### src/rtl/motion_mask_split_if.sv
// FIFO-side signal bundle for motion_mask_split: two FWFT input FIFOs and two output FIFOs.
// The block uses the master view; the surrounding FIFOs or a testbench use the slave view.
interface motion_mask_split_if;
    logic        in_rd_en;
    logic        in_empty;
    logic [23:0] in_dout;
    logic        bg_rd_en;
    logic        bg_empty;
    logic [7:0]  bg_dout;
    logic        mask_wr_en;
    logic        mask_full;
    logic [23:0] mask_din;
    logic        fr_wr_en;
    logic        fr_full;
    logic [23:0] fr_din;
    logic        frame_done;

    modport master (
        output in_rd_en, bg_rd_en, mask_wr_en, mask_din, fr_wr_en, fr_din, frame_done,
        input  in_empty, in_dout, bg_empty, bg_dout, mask_full, fr_full
    );

    modport slave (
        input  in_rd_en, bg_rd_en, mask_wr_en, mask_din, fr_wr_en, fr_din, frame_done,
        output in_empty, in_dout, bg_empty, bg_dout, mask_full, fr_full
    );
endinterface

### src/rtl/motion_mask_split.sv
// Pops a frame pixel plus background luma, thresholds the luma difference into a motion mask,
// and pushes mask and pixel to two pixel-aligned output FIFOs.
module motion_mask_split #(
    parameter int unsigned IMG_WIDTH  = 720,
    parameter int unsigned IMG_HEIGHT = 540,
    parameter int unsigned THRESHOLD  = 50,
    parameter logic [23:0] MASK_ON    = 24'hFFFFFF
) (
    input logic               clock,
    input logic               reset,
    motion_mask_split_if.master bus
);

    localparam int unsigned PIX_PER_FRAME = IMG_WIDTH * IMG_HEIGHT;
    localparam int unsigned CNT_W         = (PIX_PER_FRAME > 1) ? $clog2(PIX_PER_FRAME) : 1;
    localparam logic [CNT_W-1:0] LAST_PIX = CNT_W'(PIX_PER_FRAME - 1);
    localparam logic [7:0]  THRESH8       = 8'(THRESHOLD);

    typedef enum logic [1:0] {
        S_READ,
        S_CALC,
        S_WRITE
    } state_t;

    state_t           state_q;
    logic [CNT_W-1:0] cnt_q;
    logic [23:0]      pix_q;
    logic [7:0]       bg_q;
    logic [23:0]      mask_q;
    logic             mask_done_q;
    logic             fr_done_q;
    logic             frame_done_q;

    logic [15:0]      luma_sum_c;
    logic [7:0]       y_c;
    logic [7:0]       diff_c;
    logic [23:0]      mask_d;
    logic             pop_c;
    logic             mask_wr_c;
    logic             fr_wr_c;
    logic             both_done_c;

    // BT.601-style integer luma of the held pixel and its distance from background
    always_comb begin
        luma_sum_c = 16'd77  * {8'd0, pix_q[23:16]}
                   + 16'd150 * {8'd0, pix_q[15:8]}
                   + 16'd29  * {8'd0, pix_q[7:0]};
        y_c        = 8'(luma_sum_c >> 8);
        diff_c     = (y_c >= bg_q) ? (y_c - bg_q) : (bg_q - y_c);
        mask_d     = (diff_c > THRESH8) ? MASK_ON : 24'h000000;
    end

    // Strobes follow state and FIFO flags; both inputs are popped together or not at all
    always_comb begin
        pop_c       = 1'b0;
        mask_wr_c   = 1'b0;
        fr_wr_c     = 1'b0;
        both_done_c = 1'b0;
        if (!reset) begin
            pop_c       = (state_q == S_READ) && !bus.in_empty && !bus.bg_empty;
            mask_wr_c   = (state_q == S_WRITE) && !mask_done_q && !bus.mask_full;
            fr_wr_c     = (state_q == S_WRITE) && !fr_done_q && !bus.fr_full;
            both_done_c = (state_q == S_WRITE) && (mask_done_q || mask_wr_c)
                                               && (fr_done_q || fr_wr_c);
        end
    end

    always_ff @(posedge clock) begin
        if (reset) begin
            state_q      <= S_READ;
            cnt_q        <= '0;
            pix_q        <= '0;
            bg_q         <= '0;
            mask_q       <= '0;
            mask_done_q  <= 1'b0;
            fr_done_q    <= 1'b0;
            frame_done_q <= 1'b0;
        end else begin
            frame_done_q <= 1'b0;
            case (state_q)
                S_READ: begin
                    if (pop_c) begin
                        pix_q   <= bus.in_dout;
                        bg_q    <= bus.bg_dout;
                        state_q <= S_CALC;
                    end
                end
                S_CALC: begin
                    mask_q      <= mask_d;
                    mask_done_q <= 1'b0;
                    fr_done_q   <= 1'b0;
                    state_q     <= S_WRITE;
                end
                S_WRITE: begin
                    if (mask_wr_c) mask_done_q <= 1'b1;
                    if (fr_wr_c)   fr_done_q   <= 1'b1;
                    if (both_done_c) begin
                        state_q <= S_READ;
                        if (cnt_q == LAST_PIX) begin
                            cnt_q        <= '0;
                            frame_done_q <= 1'b1;
                        end else begin
                            cnt_q <= cnt_q + CNT_W'(1);
                        end
                    end
                end
                default: state_q <= S_READ;
            endcase
        end
    end

    assign bus.in_rd_en   = pop_c;
    assign bus.bg_rd_en   = pop_c;
    assign bus.mask_wr_en = mask_wr_c;
    assign bus.fr_wr_en   = fr_wr_c;
    assign bus.mask_din   = mask_q;
    assign bus.fr_din     = pix_q;
    assign bus.frame_done = frame_done_q;

endmodule

### src/flat_wrapper.sv
// flat-port wrapper written by rule: the top's interface ports become plain ports
module motion_mask_split_flat 
#(
    parameter int unsigned IMG_WIDTH  = 720,
    parameter int unsigned IMG_HEIGHT = 540,
    parameter int unsigned THRESHOLD  = 50,
    parameter logic [23:0] MASK_ON    = 24'hFFFFFF
)
  (clock, reset, bus_in_rd_en, bus_bg_rd_en, bus_mask_wr_en, bus_mask_din, bus_fr_wr_en, bus_fr_din, bus_frame_done, bus_in_empty, bus_in_dout, bus_bg_empty, bus_bg_dout, bus_mask_full, bus_fr_full);
  motion_mask_split_if bus_i ();
  input logic clock;
  input logic reset;
  output wire logic [$bits(bus_i.in_rd_en)-1:0] bus_in_rd_en;
  output wire logic [$bits(bus_i.bg_rd_en)-1:0] bus_bg_rd_en;
  output wire logic [$bits(bus_i.mask_wr_en)-1:0] bus_mask_wr_en;
  output wire logic [$bits(bus_i.mask_din)-1:0] bus_mask_din;
  output wire logic [$bits(bus_i.fr_wr_en)-1:0] bus_fr_wr_en;
  output wire logic [$bits(bus_i.fr_din)-1:0] bus_fr_din;
  output wire logic [$bits(bus_i.frame_done)-1:0] bus_frame_done;
  input wire logic [$bits(bus_i.in_empty)-1:0] bus_in_empty;
  input wire logic [$bits(bus_i.in_dout)-1:0] bus_in_dout;
  input wire logic [$bits(bus_i.bg_empty)-1:0] bus_bg_empty;
  input wire logic [$bits(bus_i.bg_dout)-1:0] bus_bg_dout;
  input wire logic [$bits(bus_i.mask_full)-1:0] bus_mask_full;
  input wire logic [$bits(bus_i.fr_full)-1:0] bus_fr_full;
  assign bus_in_rd_en = bus_i.in_rd_en;
  assign bus_bg_rd_en = bus_i.bg_rd_en;
  assign bus_mask_wr_en = bus_i.mask_wr_en;
  assign bus_mask_din = bus_i.mask_din;
  assign bus_fr_wr_en = bus_i.fr_wr_en;
  assign bus_fr_din = bus_i.fr_din;
  assign bus_frame_done = bus_i.frame_done;
  assign bus_i.in_empty = bus_in_empty;
  assign bus_i.in_dout = bus_in_dout;
  assign bus_i.bg_empty = bus_bg_empty;
  assign bus_i.bg_dout = bus_bg_dout;
  assign bus_i.mask_full = bus_mask_full;
  assign bus_i.fr_full = bus_fr_full;
  motion_mask_split #(.IMG_WIDTH(IMG_WIDTH), .IMG_HEIGHT(IMG_HEIGHT), .THRESHOLD(THRESHOLD), .MASK_ON(MASK_ON)) u_core (.clock(clock), .reset(reset), .bus(bus_i));
endmodule
### config.mk
export PLATFORM = sky130hd
export DESIGN_NAME = motion_mask_split_flat
export DESIGN_NICKNAME = d
export VERILOG_FILES = /design/src/rtl/motion_mask_split_if.sv /design/src/rtl/motion_mask_split.sv /design/src/flat_wrapper.sv
export SDC_FILE = /design/constraint.sdc
export NUM_CORES = 1
export LEC_CHECK = 0
export ABC_AREA = 1
export BUFFER_PORTS_ARGS = -buffer_cell sky130_fd_sc_hd__buf_2
export CAP_MARGIN = 20
export CORE_ASPECT_RATIO = 0.8
export CORE_MARGIN = 2
export CORE_UTILIZATION = 60
export DETAILED_ROUTE_END_ITERATION = 16
export PLACE_DENSITY_LB_ADDON = 0.3
export SYNTH_ARGS = -nofsm -noshare
export SYNTH_HDL_FRONTEND = slang
export SYNTH_SLANG_ARGS = --single-unit
export TNS_END_PERCENT = 1
### constraint.sdc
create_clock -name clock -period 16.4 [get_ports clock]
set_clock_uncertainty 0.05 [all_clocks]
set_input_delay 1.64 -clock clock [delete_from_list [all_inputs] [get_ports clock]]
set_output_delay 1.64 -clock clock [all_outputs]
set_load 0.01 [all_outputs]
# Word level (Yosys, flattened, before mapping)
# Index checks and enable logic that the tools add are counted.
# word_totals
reg_bits,80
inputBits,38
wordCells,66
# op_classes
addsub,5
multipliers,3
magnitude_cmp,2
n_eq_ne,7
muxes,15
bitwise,2
reduce_logical,24
# op_table
cell,count
7-bit by 8-bit multiplier with 15-bit output (first input constant),2
24-bit two-way mux,1
19-bit by 1-bit adder with 19-bit output (second input constant),1
19-bit == test (second input constant),1
19-bit two-way mux,1
15-bit by 16-bit adder with 16-bit output,1
16-bit by 13-bit adder with 16-bit output,1
8-bit subtractor,2
5-bit by 8-bit multiplier with 13-bit output (first input constant),1
2-bit AND reduction,5
8-bit greater-or-equal comparator,1
8-bit by 6-bit > comparator with 1-bit output (second input constant),1
1-bit logical AND,8
8-bit two-way mux,1
1-bit two-way mux,7
1-bit logical NOT,6
2-bit != test (second input constant),3
2-bit one-hot mux with 3 select lines,1
2-bit two-way mux,2
1-bit one-hot mux with 2 select lines,2
3-bit OR reduction,1
2-bit by 1-bit == test with 1-bit output (second input constant),1
2-bit == test (second input constant),1
2-bit logical NOT,1
other kinds (4),6

# Logic depth before layout (Yosys ltp)
# logic_depth
ltp_word,9
depth_mapped,40
mapped_depth_nobuf,40

# Worst setup path after synthesis
# Ideal clock, no wire load.
# synth_timing
path_kind,register to register
from,"register u_core.pix_q[13], in the netlist u_core.bus.fr_din[13]"
to,"register u_core.mask_q[22], in the netlist u_core.bus.mask_din[22]"
setup_ns,0.109
arrival_ns,6.949
required_time_ns,16.241
slack_ns,9.292
path_stages_with_launch,35
path_buffers,0
synth_period_minus_slack_ns,7.108
path_cell_list,dfxtp_1 > ha_1 > ha_1 > ha_1 > inv_1 > fa_1 > inv_1 > ha_1 > a21o_1 > a21oi_1 > xnor2_1 > fa_1 > fa_1 > inv_1 > fa_1 > fa_1 > inv_1 > ha_1 > nand2_1 > o21ai_0 > xor2_1 > inv_1 > fa_1 > inv_1 > nand3_1 > nand2_1 > nand2_1 > nand3_2 > inv_2 > nand2_1 > nand2_1 > nor2_1 > nand3_1 > nand2_1 > inv_1
# synth_via
elab_chain_cells,7
elab_cells_between_ends,9
# synth_rtl
element,line,rtl
start: declaration,motion_mask_split.sv:27,logic [23:0] pix_q;
start signal: assignment,motion_mask_split.sv:83,pix_q <= bus.in_dout;
7-bit by 8-bit multiplier with 15-bit output *,motion_mask_split.sv:46,"+ 16'd150 * {8'd0, pix_q[15:8]}"
15-bit by 16-bit adder with 16-bit output *,motion_mask_split.sv:46,
16-bit by 13-bit adder with 16-bit output *,motion_mask_split.sv:47,"+ 16'd29 * {8'd0, pix_q[7:0]};"
8-bit subtractor / 8-bit greater-or-equal comparator (equally long branches),motion_mask_split.sv:49,diff_c = (y_c >= bg_q) ? (y_c - bg_q) : (bg_q - y_c);
8-bit two-way mux *,motion_mask_split.sv:49,
8-bit by 6-bit > comparator with 1-bit output *,motion_mask_split.sv:50,mask_d = (diff_c > THRESH8) ? MASK_ON : 24'h000000;
24-bit two-way mux *,motion_mask_split.sv:50,
end signal: assignment,motion_mask_split.sv:89,mask_q <= mask_d;
end: declaration,motion_mask_split.sv:29,logic [23:0] mask_q;
# Every way passes the cells marked *; elsewhere a longest branch is shown, timed or not.
# A chain may end at the register's enable or synchronous reset.

# Worst setup path in the final report
# Same ends and word-level chain as after synthesis.

==> reports/qor.csv <==
stage;metric;value;unit
outcome;status;complete, no violations;
sta;final-setup-viol-count;0;
critical_path;crit_path_frequent_cell;inv_1;
sta;slew_headroom;0.593;
cells_and_area;drive_gt1_frac;0.137;
floorplanning;die-area;12100;sq um
power;cellLeakagePower;0.00405;uW
sta;hold_viol_final;0;
detailed_routing;drt_iter0_markers;258;
critical_path;ff2ff_path_depth;34;
global_route;grt_overflow;0;
global_route;grtUsageTotal;0.270;
clock_tree;cts_buffers;9;
synthesis;yosys_warnings;0;
critical_path;path_max_fanout;6;
clock_tree;cts_resized;0;
global_route;grt_pass1_vias;5596;
clock_tree;clk_path_buf_depth;2;
floorplanning;start_util;0.618;
synthesis;synthCells;888;
power;ir_worst_vdd;75.3;uV
power;p_per_area;123;nW/um^2
critical_path;critPathKind;reg2reg;
floorplanning;die_y;98.9;um
sta;fin_hold_ws;417;ps
global_route;grt_max_degree;66;
floorplanning;num_rows;34;
floorplanning;core_area;10900;sq um
global_route;antenna_found_initial;0;
run;maxCapViolCount;0;
synthesis;muxShareOfSynthArea;0;
critical_path;critPathBufInv;8;
sta;finalCritPeriodShare;0.466;
clock_tree;clk_pin_slew_worst_paths;50;ps
cells_and_area;final_util;0.679;
place;gp_congestion;0.963;
detailed_routing;drc;0;
clock_tree;cts_tree;done;
detailed_routing;viasPerCell;5.16;
detailed_routing;vias;5674;
sta;worstMarginPinSlew;610;ps
synthesis;ys_ff_latch;57;
detailed_routing;wirelength;14800;um
sta;setup_tns;0;ps
clock_tree;clk_latency;340;ps
clock_tree;root_buffer;clkbuf_16;
clock_tree;clock_sinks;57;
sta;rsz0062_at_grt;no;
critical_path;arrival;7820;ps
min_path;hp-class;reg2reg;
critical_path;critical_path_required;16590;ps
power;power;910;uW
synthesis;synth_top_family_by_area;adder cells;
floorplanning;die_w;123;um
detailed_routing;drt-wirelength-per-cell;13.5;um
min_path;min_path_cells;2;
synthesis;yosys.area_share.adder;0.354;
detailed_routing;drtPass1Iterations;4;
place;port_buffers;90;
place;dpl_worst_slack;8850;ps
synthesis;syn_area;6750;sq um
cells_and_area;area_delta_synth_final;9.99;%
synthesis;synth_simple_gate_area_frac;0.215;
sta;fin_ws;8760;ps
sta;fmax;0.131;GHz
global_route;grt_pass1_wl;26100;um
critical_path;cp_slowest_cell;fa_1;
critical_path;critPathMaxStageDelay;540;ps
synthesis;ys_seq_area_frac;0.169;
critical_path;start_kind;flop;
cells_and_area;nNetsFinal;1146;
clock_tree;cts_hold_buffers;0;
synthesis;synth-compound-area-share;0.0908;
synthesis;synth_xor_area_frac;0.0337;
cells_and_area;n_antenna_cell;0;
synthesis;synthesis.nets;1083;
floorplanning;ios;91;
place;dp_hpwl;11600;um
synthesis;syn_avg_cell_area;7.60;sq um
critical_path;end_kind;flop;
sta;min_period;7640;ps
synthesis;synth.distinct_cells;42;
critical_path;cp_num_cells;34;
clock_tree;post_cts_buffers;0;
critical_path;cp_top_family;adder cells;
clock_tree;htree_levels;3;
sta;slew_viol_final;0;
detailed_routing;ant_nets;0;
-- cell type report --
type | instances | area, sq um
clock buffer | 10 | 239
timing repair buffer | 92 | 465
multi-input combinational | 619 | 4690
fill | 940 | 3510
tap | 144 | 180
sequential | 57 | 1140
clock inverter | 5 | 56.3
inverter | 172 | 653
-- where the power goes --
group / switching, uW / internal, uW / total, uW
registers: 9.22 / 144 / 153
clock network: 68.5 / 120 / 189
logic: 361 / 208 / 568
-- metal layers --
layer | track usage | share of wire | up-vias
met2 | 0.425 | 0.45 | 114
met1 | 0.361 | 0.47 | 2603
met5 | 0 | 0 | -
li1 | - | - | 2936
met3 | 0.0810 | 0.063 | 21
met4 | 0.0734 | 0.017 | 0
-- placed cells by master, fill, tap and decap left out, drive strengths merged, types with 3 or more instances in the layout --
cell type  instances
xor2              20
a21o               4
nand2            202
dfxtp             57
clkinv             4
ha               100
a21oi             52
nand4             13
inv              171
nor4               3
fa                57
o31ai             15
nor3              22
a211oi             3
nor2              45
o21a               3
buf               92
clkbuf            10
xnor2              6
o21ai             25
nand3             39
-- worst paths after layout --
kind,startpoint,to,slack [ps]
worst max register to register,u_core.bus.fr_din[13]$_SDFFE_PP0P_,u_core.bus.mask_din[22]$_SDFFE_PP0P_,8760
worst max-delay path,u_core.bus.fr_din[13]$_SDFFE_PP0P_,u_core.bus.mask_din[22]$_SDFFE_PP0P_,8760
worst min register to register,u_core.fr_done_q$_SDFFE_PP0P_,u_core.fr_done_q$_SDFFE_PP0P_,420
worst min-delay path,u_core.fr_done_q$_SDFFE_PP0P_,u_core.fr_done_q$_SDFFE_PP0P_,420
-- metrics by stage --
step	instance area (sq um)	std cells
finish	7430	1099
global route	7430	1099
CTS	7430	1099
detailed placement	7130	1084
global placement	7130	1084
floorplan	6750	888
-- cells in the mapped netlist, drive strengths merged --
cell type	count	share of area
a21o	4	0.0044
nand2	202	0.11
nand3b	2	0.0022
a211oi	3	0.0033
fa	57	0.17
xor2	20	0.026
a31oi	1	0.00093
ha	100	0.19
o31ai	15	0.017
nor3b	2	0.0030
or2	1	0.00093
o21a	3	0.0033
clkbuf	5	0.0028
nand4	13	0.012
xnor2	6	0.0078
nor2	45	0.028
o22ai	1	0.00093
o2111ai	1	0.0013
buf	35	0.037
o21bai	2	0.0022
clkinv	1	0.0013
dfxtp	57	0.17
inv	171	0.095
nor4	3	0.0028
a21oi	52	0.039
o21ai	25	0.019
nor3	22	0.020
nand3	39	0.032
-- kinds of logic (layout without fill, tap and decap cells) --
| kind of cell | count (synthesis) | after routing |
|---|---|---|
| adders and majority gates | 157 | 157 |
| DFF | 57 | 57 |
| and+or+nand+nor | 329 | 329 |
| buffers and inverters | 212 | 279 |
| AOI/OAI and AO/OA | 107 | 107 |
| xor gates and xnor gates | 26 | 26 |
-- flip-flops by register name, indices dropped and copies added (netlist names) --
| name | count |
|---|---|
| u_core.fr_done_q | 1 |
| u_core.bus.frame_done | 1 |
| u_core.bg_q | 8 |
| u_core.state_q | 2 |
| u_core.cnt_q | 19 |
| u_core.bus.mask_din | 1 |
| u_core.bus.fr_din | 24 |
| u_core.mask_done_q | 1 |
-- worst register-to-register path: cells and delay by family, from the launching register on --
family / cells / cell delay (ps)
AOI/OAI and AO/OA: 3 / 680
xor gates and xnor gates: 2 / 550
adders and majority gates: 11 / 4430
buffers and inverters: 8 / 500
DFF: 1 / 480
and+or+nand+nor: 10 / 850
No activity file was read; power rests on OpenSTA's default activity.
